## config.mk

```make
export PLATFORM = sky130hd
export DESIGN_NAME = ultrasonic_ranger_mc
export DESIGN_NICKNAME = d
export VERILOG_FILES = /design/src/rtl/ultrasonic_ranger_mc.sv
export SDC_FILE = /design/constraint.sdc
export NUM_CORES = 1
export LEC_CHECK = 0
export BUFFER_PORTS_ARGS = -buffer_cell sky130_fd_sc_hd__buf_2
export CAP_MARGIN = 10
export CORE_MARGIN = 2
export CORE_UTILIZATION = 55
export CTS_CLUSTER_DIAMETER = 120
export CTS_CLUSTER_SIZE = 20
export DETAILED_ROUTE_END_ITERATION = 8
export HOLD_SLACK_MARGIN = 0.02
export PLACE_DENSITY = 0.69
export SYNTH_ARGS = -nofsm -noshare
export SYNTH_HDL_FRONTEND = slang
export SYNTH_SLANG_ARGS = --single-unit
```

## constraint.sdc

```tcl
create_clock -name osc_clk -period 4.71 [get_ports osc_clk]
set_input_delay 0.471 -clock osc_clk [delete_from_list [all_inputs] [get_ports osc_clk]]
set_output_delay 0.471 -clock osc_clk [all_outputs]
set_load 0.03 [all_outputs]
```

## src/rtl/ultrasonic_ranger_mc.sv

```systemverilog
// Multi-channel ultrasonic ranger. Channels are triggered round-robin, one per slot.
// Each echo width becomes a sample that feeds a per-channel moving average and a bar indicator.
module ultrasonic_ranger_mc #(
   parameter int NCH         = 2,
   parameter int TRIG_CYC    = 22,
   parameter int SLOT_CYC    = 131072,
   parameter int TIMEOUT_CYC = 65535,
   parameter int SCALE_SH    = 8,
   parameter int SMP_W       = 8,
   parameter int AVG_LOG2    = 2
) (
   input  logic                 osc_clk,
   input  logic                 stdby_in,
   input  logic [NCH-1:0]       echo,
   input  logic [2:0]           led_sel,
   output logic [NCH-1:0]       trig,
   output logic                 range_valid,
   output logic [2:0]           range_ch,
   output logic [SMP_W-1:0]     range_avg,
   output logic                 range_timeout,
   output logic [NCH*SMP_W-1:0] dist_flat,
   output logic [SMP_W-1:0]     bar
);

   localparam int SC_W  = $clog2(SLOT_CYC + 1);
   localparam int WD_W  = $clog2(TIMEOUT_CYC + 1);
   localparam int DEPTH = 1 << AVG_LOG2;
   localparam int PTR_W = (AVG_LOG2 > 0) ? AVG_LOG2 : 1;
   localparam int SUM_W = SMP_W + AVG_LOG2;
   localparam int CH_W  = (NCH > 1) ? $clog2(NCH) : 1;

   localparam logic [SC_W-1:0]  SLOT_LAST = SC_W'(SLOT_CYC - 1);
   localparam logic [SC_W-1:0]  TRIG_LAST = SC_W'(TRIG_CYC - 1);
   localparam logic [WD_W-1:0]  WD_LAST   = WD_W'(TIMEOUT_CYC - 1);
   localparam logic [WD_W-1:0]  WD_LIMIT  = WD_W'(TIMEOUT_CYC);
   localparam logic [SMP_W-1:0] SAT       = {SMP_W{1'b1}};
   localparam logic [CH_W-1:0]  CH_LAST   = CH_W'(NCH - 1);
   localparam logic [PTR_W-1:0] PTR_LAST  = PTR_W'(DEPTH - 1);

   typedef enum logic [1:0] {
      S_TRIG = 2'd0,
      S_WAIT = 2'd1,
      S_MEAS = 2'd2,
      S_HOLD = 2'd3
   } state_t;

   logic [NCH-1:0]   sync1_q, sync2_q, prev_q;
   logic [SC_W-1:0]  slot_q, slot_d;
   logic [CH_W-1:0]  ch_q, ch_d;
   state_t           state_q, state_d;
   logic [WD_W-1:0]  width_q, width_d;
   logic [NCH-1:0]   trig_q, trig_d;
   logic [SMP_W-1:0] ring_q [NCH][DEPTH];
   logic [SUM_W-1:0] sum_q [NCH];
   logic [PTR_W-1:0] ptr_q [NCH];
   logic [SMP_W-1:0] dist_q [NCH];
   logic             valid_q, rto_q;
   logic [2:0]       rch_q;
   logic [SMP_W-1:0] ravg_q, bar_q, bar_d;

   logic             slot_end_s, rise_s, fall_s, commit_s, commit_to_s;
   logic [31:0]      shifted_s;
   logic [SMP_W-1:0] meas_smp_s, smp_s, avg_s, sel_avg_s;
   logic [SUM_W-1:0] new_sum_s;

   always_comb begin
      slot_end_s = (slot_q == SLOT_LAST);
      slot_d     = slot_end_s ? '0 : slot_q + 1'b1;
      if (slot_end_s) begin
         ch_d = (ch_q == CH_LAST) ? '0 : ch_q + 1'b1;
      end else begin
         ch_d = ch_q;
      end
      rise_s = sync2_q[ch_q] & ~prev_q[ch_q];
      fall_s = ~sync2_q[ch_q] & prev_q[ch_q];
   end

   // Per-slot measurement sequencer; slot end always forces a commit if none happened yet.
   always_comb begin
      state_d     = state_q;
      width_d     = width_q;
      commit_s    = 1'b0;
      commit_to_s = 1'b0;
      case (state_q)
         S_TRIG: begin
            if (slot_q == TRIG_LAST) state_d = S_WAIT;
            else                     state_d = S_TRIG;
         end
         S_WAIT: begin
            if (slot_end_s) begin
               commit_s    = 1'b1;
               commit_to_s = 1'b1;
               state_d     = S_TRIG;
            end else if (rise_s) begin
               width_d = WD_W'(1);
               state_d = S_MEAS;
            end else begin
               state_d = S_WAIT;
            end
         end
         S_MEAS: begin
            if (slot_end_s) begin
               commit_s    = 1'b1;
               commit_to_s = 1'b1;
               state_d     = S_TRIG;
            end else if (fall_s) begin
               commit_s = 1'b1;
               state_d  = S_HOLD;
            end else if (width_q >= WD_LAST) begin
               commit_s    = 1'b1;
               commit_to_s = 1'b1;
               width_d     = WD_LIMIT;
               state_d     = S_HOLD;
            end else begin
               width_d = width_q + 1'b1;
            end
         end
         S_HOLD: begin
            if (slot_end_s) state_d = S_TRIG;
            else            state_d = S_HOLD;
         end
         default: state_d = S_TRIG;
      endcase
      trig_d = (state_q == S_TRIG) ? (NCH'(1) << ch_q) : '0;
   end

   always_comb begin
      shifted_s  = 32'(width_q) >> SCALE_SH;
      meas_smp_s = (shifted_s > 32'(SAT)) ? SAT : shifted_s[SMP_W-1:0];
      smp_s      = commit_to_s ? SAT : meas_smp_s;
      new_sum_s  = sum_q[ch_q] - SUM_W'(ring_q[ch_q][ptr_q[ch_q]]) + SUM_W'(smp_s);
      avg_s      = SMP_W'(new_sum_s >> AVG_LOG2);
   end

   // Bar shows the highest set bit of the selected channel's average.
   always_comb begin
      sel_avg_s = '0;
      for (int n = 0; n < NCH; n++) begin
         sel_avg_s = (led_sel == 3'(n)) ? dist_q[n] : sel_avg_s;
      end
      bar_d = '0;
      for (int b = 0; b < SMP_W; b++) begin
         bar_d = sel_avg_s[b] ? (SMP_W'(1) << b) : bar_d;
      end
      dist_flat = '0;
      for (int n = 0; n < NCH; n++) begin
         dist_flat[n*SMP_W +: SMP_W] = dist_q[n];
      end
   end

   always_ff @(posedge osc_clk) begin
      if (stdby_in) begin
         sync1_q <= '0;
         sync2_q <= '0;
         prev_q  <= '0;
         slot_q  <= '0;
         ch_q    <= '0;
         state_q <= S_TRIG;
         width_q <= '0;
         trig_q  <= '0;
         valid_q <= 1'b0;
         rto_q   <= 1'b0;
         rch_q   <= 3'd0;
         ravg_q  <= '0;
         bar_q   <= '0;
         for (int n = 0; n < NCH; n++) begin
            sum_q[n]  <= '0;
            ptr_q[n]  <= '0;
            dist_q[n] <= '0;
            for (int d = 0; d < DEPTH; d++) begin
               ring_q[n][d] <= '0;
            end
         end
      end else begin
         sync1_q <= echo;
         sync2_q <= sync1_q;
         prev_q  <= sync2_q;
         slot_q  <= slot_d;
         ch_q    <= ch_d;
         state_q <= state_d;
         width_q <= width_d;
         trig_q  <= trig_d;
         valid_q <= commit_s;
         rto_q   <= commit_s & commit_to_s;
         bar_q   <= bar_d;
         if (commit_s) begin
            rch_q                    <= 3'(ch_q);
            ravg_q                   <= avg_s;
            ring_q[ch_q][ptr_q[ch_q]] <= smp_s;
            sum_q[ch_q]              <= new_sum_s;
            ptr_q[ch_q]              <= (ptr_q[ch_q] == PTR_LAST) ? '0 : ptr_q[ch_q] + 1'b1;
            dist_q[ch_q]             <= avg_s;
         end else begin
            rch_q  <= rch_q;
            ravg_q <= ravg_q;
         end
      end
   end

   assign trig          = trig_q;
   assign range_valid   = valid_q;
   assign range_ch      = rch_q;
   assign range_avg     = ravg_q;
   assign range_timeout = rto_q;
   assign bar           = bar_q;

endmodule
```

==> results.yml <==
outcome:
  status: "completed"
critical_path:
  crit_fanout: 8
  cp_slowest_cell: "fa_1"
  critPathRequiredTime_ns: 4.98
  path_cells: "ha_1 -> and4_1 -> and2_1 -> and4_1 -> o21ai_0 -> a21oi_4 -> or2_2 -> fa_1 -> inv_1 -> fa_1 -> nor2b_1 -> o2111ai_1 -> a31oi_1 -> nor3_1 -> or2_2 -> nor2_1"
  slowest_delay_ns: 0.54
  r2r_start: "slot_q[0]$_SDFF_PP0_"
  path_class: "reg -> reg"
  critPathLaunch: "slot_q[0]$_SDFF_PP0_"
  cp-start-kind: "flop"
  critPathArrivalTime_ns: 4.66
  cp-end-kind: "flop"
timing:
  setup_viol: 0
  rsz0062_at_grt: "no"
  hold_violations: 0
  fin_crit_ns: 4.40
  period_share_pct: 93.3
  holdWs_ns: 0.273
  worst_slew_pin_slew_ns: 1.06
  totalNegativeSetupSlack_ns: 0
  drv_slew: 0
  relSlewSlack_pct: 29.4
  fmax_ghz: 0.228
  finClkSkew_ns: 0.00788
logic_synthesis:
  ys_ff_latch: 153
  dominantRegCellSynth: "edfxtp_1"
  syn-cell-area_mm2: 0.00784
  yosysWarnings: 0
  syn_inst: 734
  avgSynthCellArea_um2: 10.7
  synth_edf_count: 88
  synth_cell_type_count: 59
  ys_seq_area_share_pct: 50.3
  synthArstFlopShare_pct: 0
clocking:
  clk_latency_ns: 0.43
  cts_root_buf: "clkbuf_16"
  cts_htree_levels: 4
  cts.sinks: 153
  cts_tree: "built"
  cts_buffers: 17
  clockBufferDepth: 2
  ctsHoldBuffers: 0
  clkTransAtPathRegs_ns: 0.06
power_and_ir_drop:
  power.total_uw: 2980
  power_density_mw_per_mm2: 343
  irDropWorstVdd_v: 0.000226
  leakagePower_uw: 0.00332
final_layout:
  synthToLayoutAreaGrowth_pct: 10.9
  final_common_cell: "edfxtp_1"
  final_nets: 788
  nFillCells: 1134
  antenna_cells: 0
  drive_gt1_share_pct: 17.6
  layout_common_cells: "edfxtp_1, nor2_1, nand2_1, dfxtp_1, o21a_1"
detailed_routing:
  ant_nets: 0
  top_layer_used: "met4"
  drt_iter0_drc: 430
  met2_length_mm: 8.42
  drc_errors: 0
  routed_wl_mm: 17.3
  met1_length_mm: 7.76
  vias: 5546
  vias_per_cell: 5.88
  avgRoutedWirePerCell_um: 18.4
  drtPass1Iterations: 5
  met3_length_um: 770
global_routing:
  grt_pass1_vias: 5447
  grt_max_degree: 47
  grtUsageTotal_pct: 24.2
  grt_overflow_total: 0
  grt_pass1_wl_mm: 27.9
  antenna_found_initial: 0
min_path:
  hold_path.class: "in -> reg"
  min_from: "echo[1]"
die:
  fp.dieH_um: 123
  dieArea_mm2: 0.0152
  ios: 46
  initial_core_util_pct: 56.5
  fp.dieW_um: 123
  rows: 43
  core_area_mm2: 0.0139
placement:
  io_buffers: 43
  gp_congestion: 0.870
  dpl.hpwl_mm: 11.6
flow_run:
  cap_viol_max_count: 0
## synthesized netlist by cell type (all sizes together), types with 3 or more instances
master,count,area [um2]
clkbuf,29,110
a221oi,3,26.3
and3,13,81.3
or2,17,109
xnor2,8,70.1
nand3,21,105
buf,35,223
nand2,65,244
a21o,10,75.1
a31oi,7,43.8
nor2,74,278
o21ai,20,100
xor2,16,140
dfxtp,65,1300
or3,4,25.0
and2,5,31.3
mux2,10,113
nor3b,3,22.5
ha,23,288
o31ai,4,30.0
and4,11,96.3
fa,8,160
mux2i,9,90.1
a21oi,26,130
a311oi,7,61.3
edfxtp,88,2640
o21a,50,375
nand2b,4,25.0
nor2b,9,56.3
mux4,8,180
inv,21,78.8
nand4,6,52.6
nor4b,5,119
a211oi,14,105
nor3,11,55.1
## cells by family after synthesis
| group | share of synthesized area, % |
|---|---|
| fa+ha+maj | 5.71 |
| other cells | 0.0478 |
| flops | 50.3 |
| simple gates | 17.2 |
| compound gates | 13.8 |
| buf+inv | 5.35 |
| mux | 4.88 |
| xor+xnor | 2.68 |
## final timing paths
kind	endpoint	slack [ns]	cells past startpoint
min reg2reg	sync2_q[0]$_SDFF_PP0_	0.43	1
max reg2reg	dist_q[1][6]$_SDFFCE_PN0P_	0.31	16
min	sync1_q[1]$_SDFF_PP0_	0.27	2
max	dist_q[1][6]$_SDFFCE_PN0P_	0.31	16
## worst max-delay path: cells and delay by family, from the launching register on
family / cells / cell delay [ns]
adders and majority gates: 3 / 1.25
and+or+nand+nor: 8 / 1.67
DFF: 1 / 0.35
buffers and inverters: 1 / 0.07
AOI/OAI and AO/OA: 4 / 0.91
## what timing repair did
item | CTS | global route
gates resized for setup | 0 | 1
endpoints found under the hold margin | 0 | 0
buffers inserted | 0 | 0
setup endpoints to repair | 0 | 2
## layer usage
layer / GRT usage (%) / up-vias
met5: 0 / -
met4: 10.2 / 0
li1: - / 2668
met3: 4.89 / 29
met1: 31.2 / 2714
met2: 39.7 / 135
## final cells by class
cell class | count | area [um2] | area share, %
flip-flops and latches | 153 | 3940 | 45.4
multi-input cells | 495 | 3510 | 40.4
clock buffers | 26 | 553 | 6.36
repair buffers | 60 | 343 | 3.94
well taps | 180 | 225 | 2.59
inverters | 23 | 86.3 | 0.993
clock inverters | 6 | 31.3 | 0.360
## power by group
| group | switching (uW) | internal [uW] | total, uW | leakage [uW] |
|---|---|---|---|---|
| Combinational | 128 | 70.0 | 198 | 0.00159 |
| Sequential | 13.9 | 1440 | 1450 | 0.00143 |
| Clock | 521 | 806 | 1330 | 0.000296 |
| Total | 662 | 2320 | 2980 | 0.00332 |
## sequential cells by signal (all words and copies together) (netlist names), 4 cells and up, named ones only
register and count:
ring_q 64, slot_q 18, width_q 16, dist_q 14, bar 8, range_avg 8
sum_q 6, ptr_q 4
## metrics by stage
stage / utilization (%) / instance area (um2) / setup WS, ns / cells
CTS: 62.6 / 8690 / 0.290 / 943
floorplan: - / 7850 / 0.572 / 735
global placement: 58.4 / 8100 / 0.435 / 911
finish: 62.6 / 8690 / 0.315 / 943
detailed placement: 58.4 / 8100 / 0.331 / 911
global route: 62.6 / 8690 / 0.0423 / 943
Power figures use the tool's default switching activity.
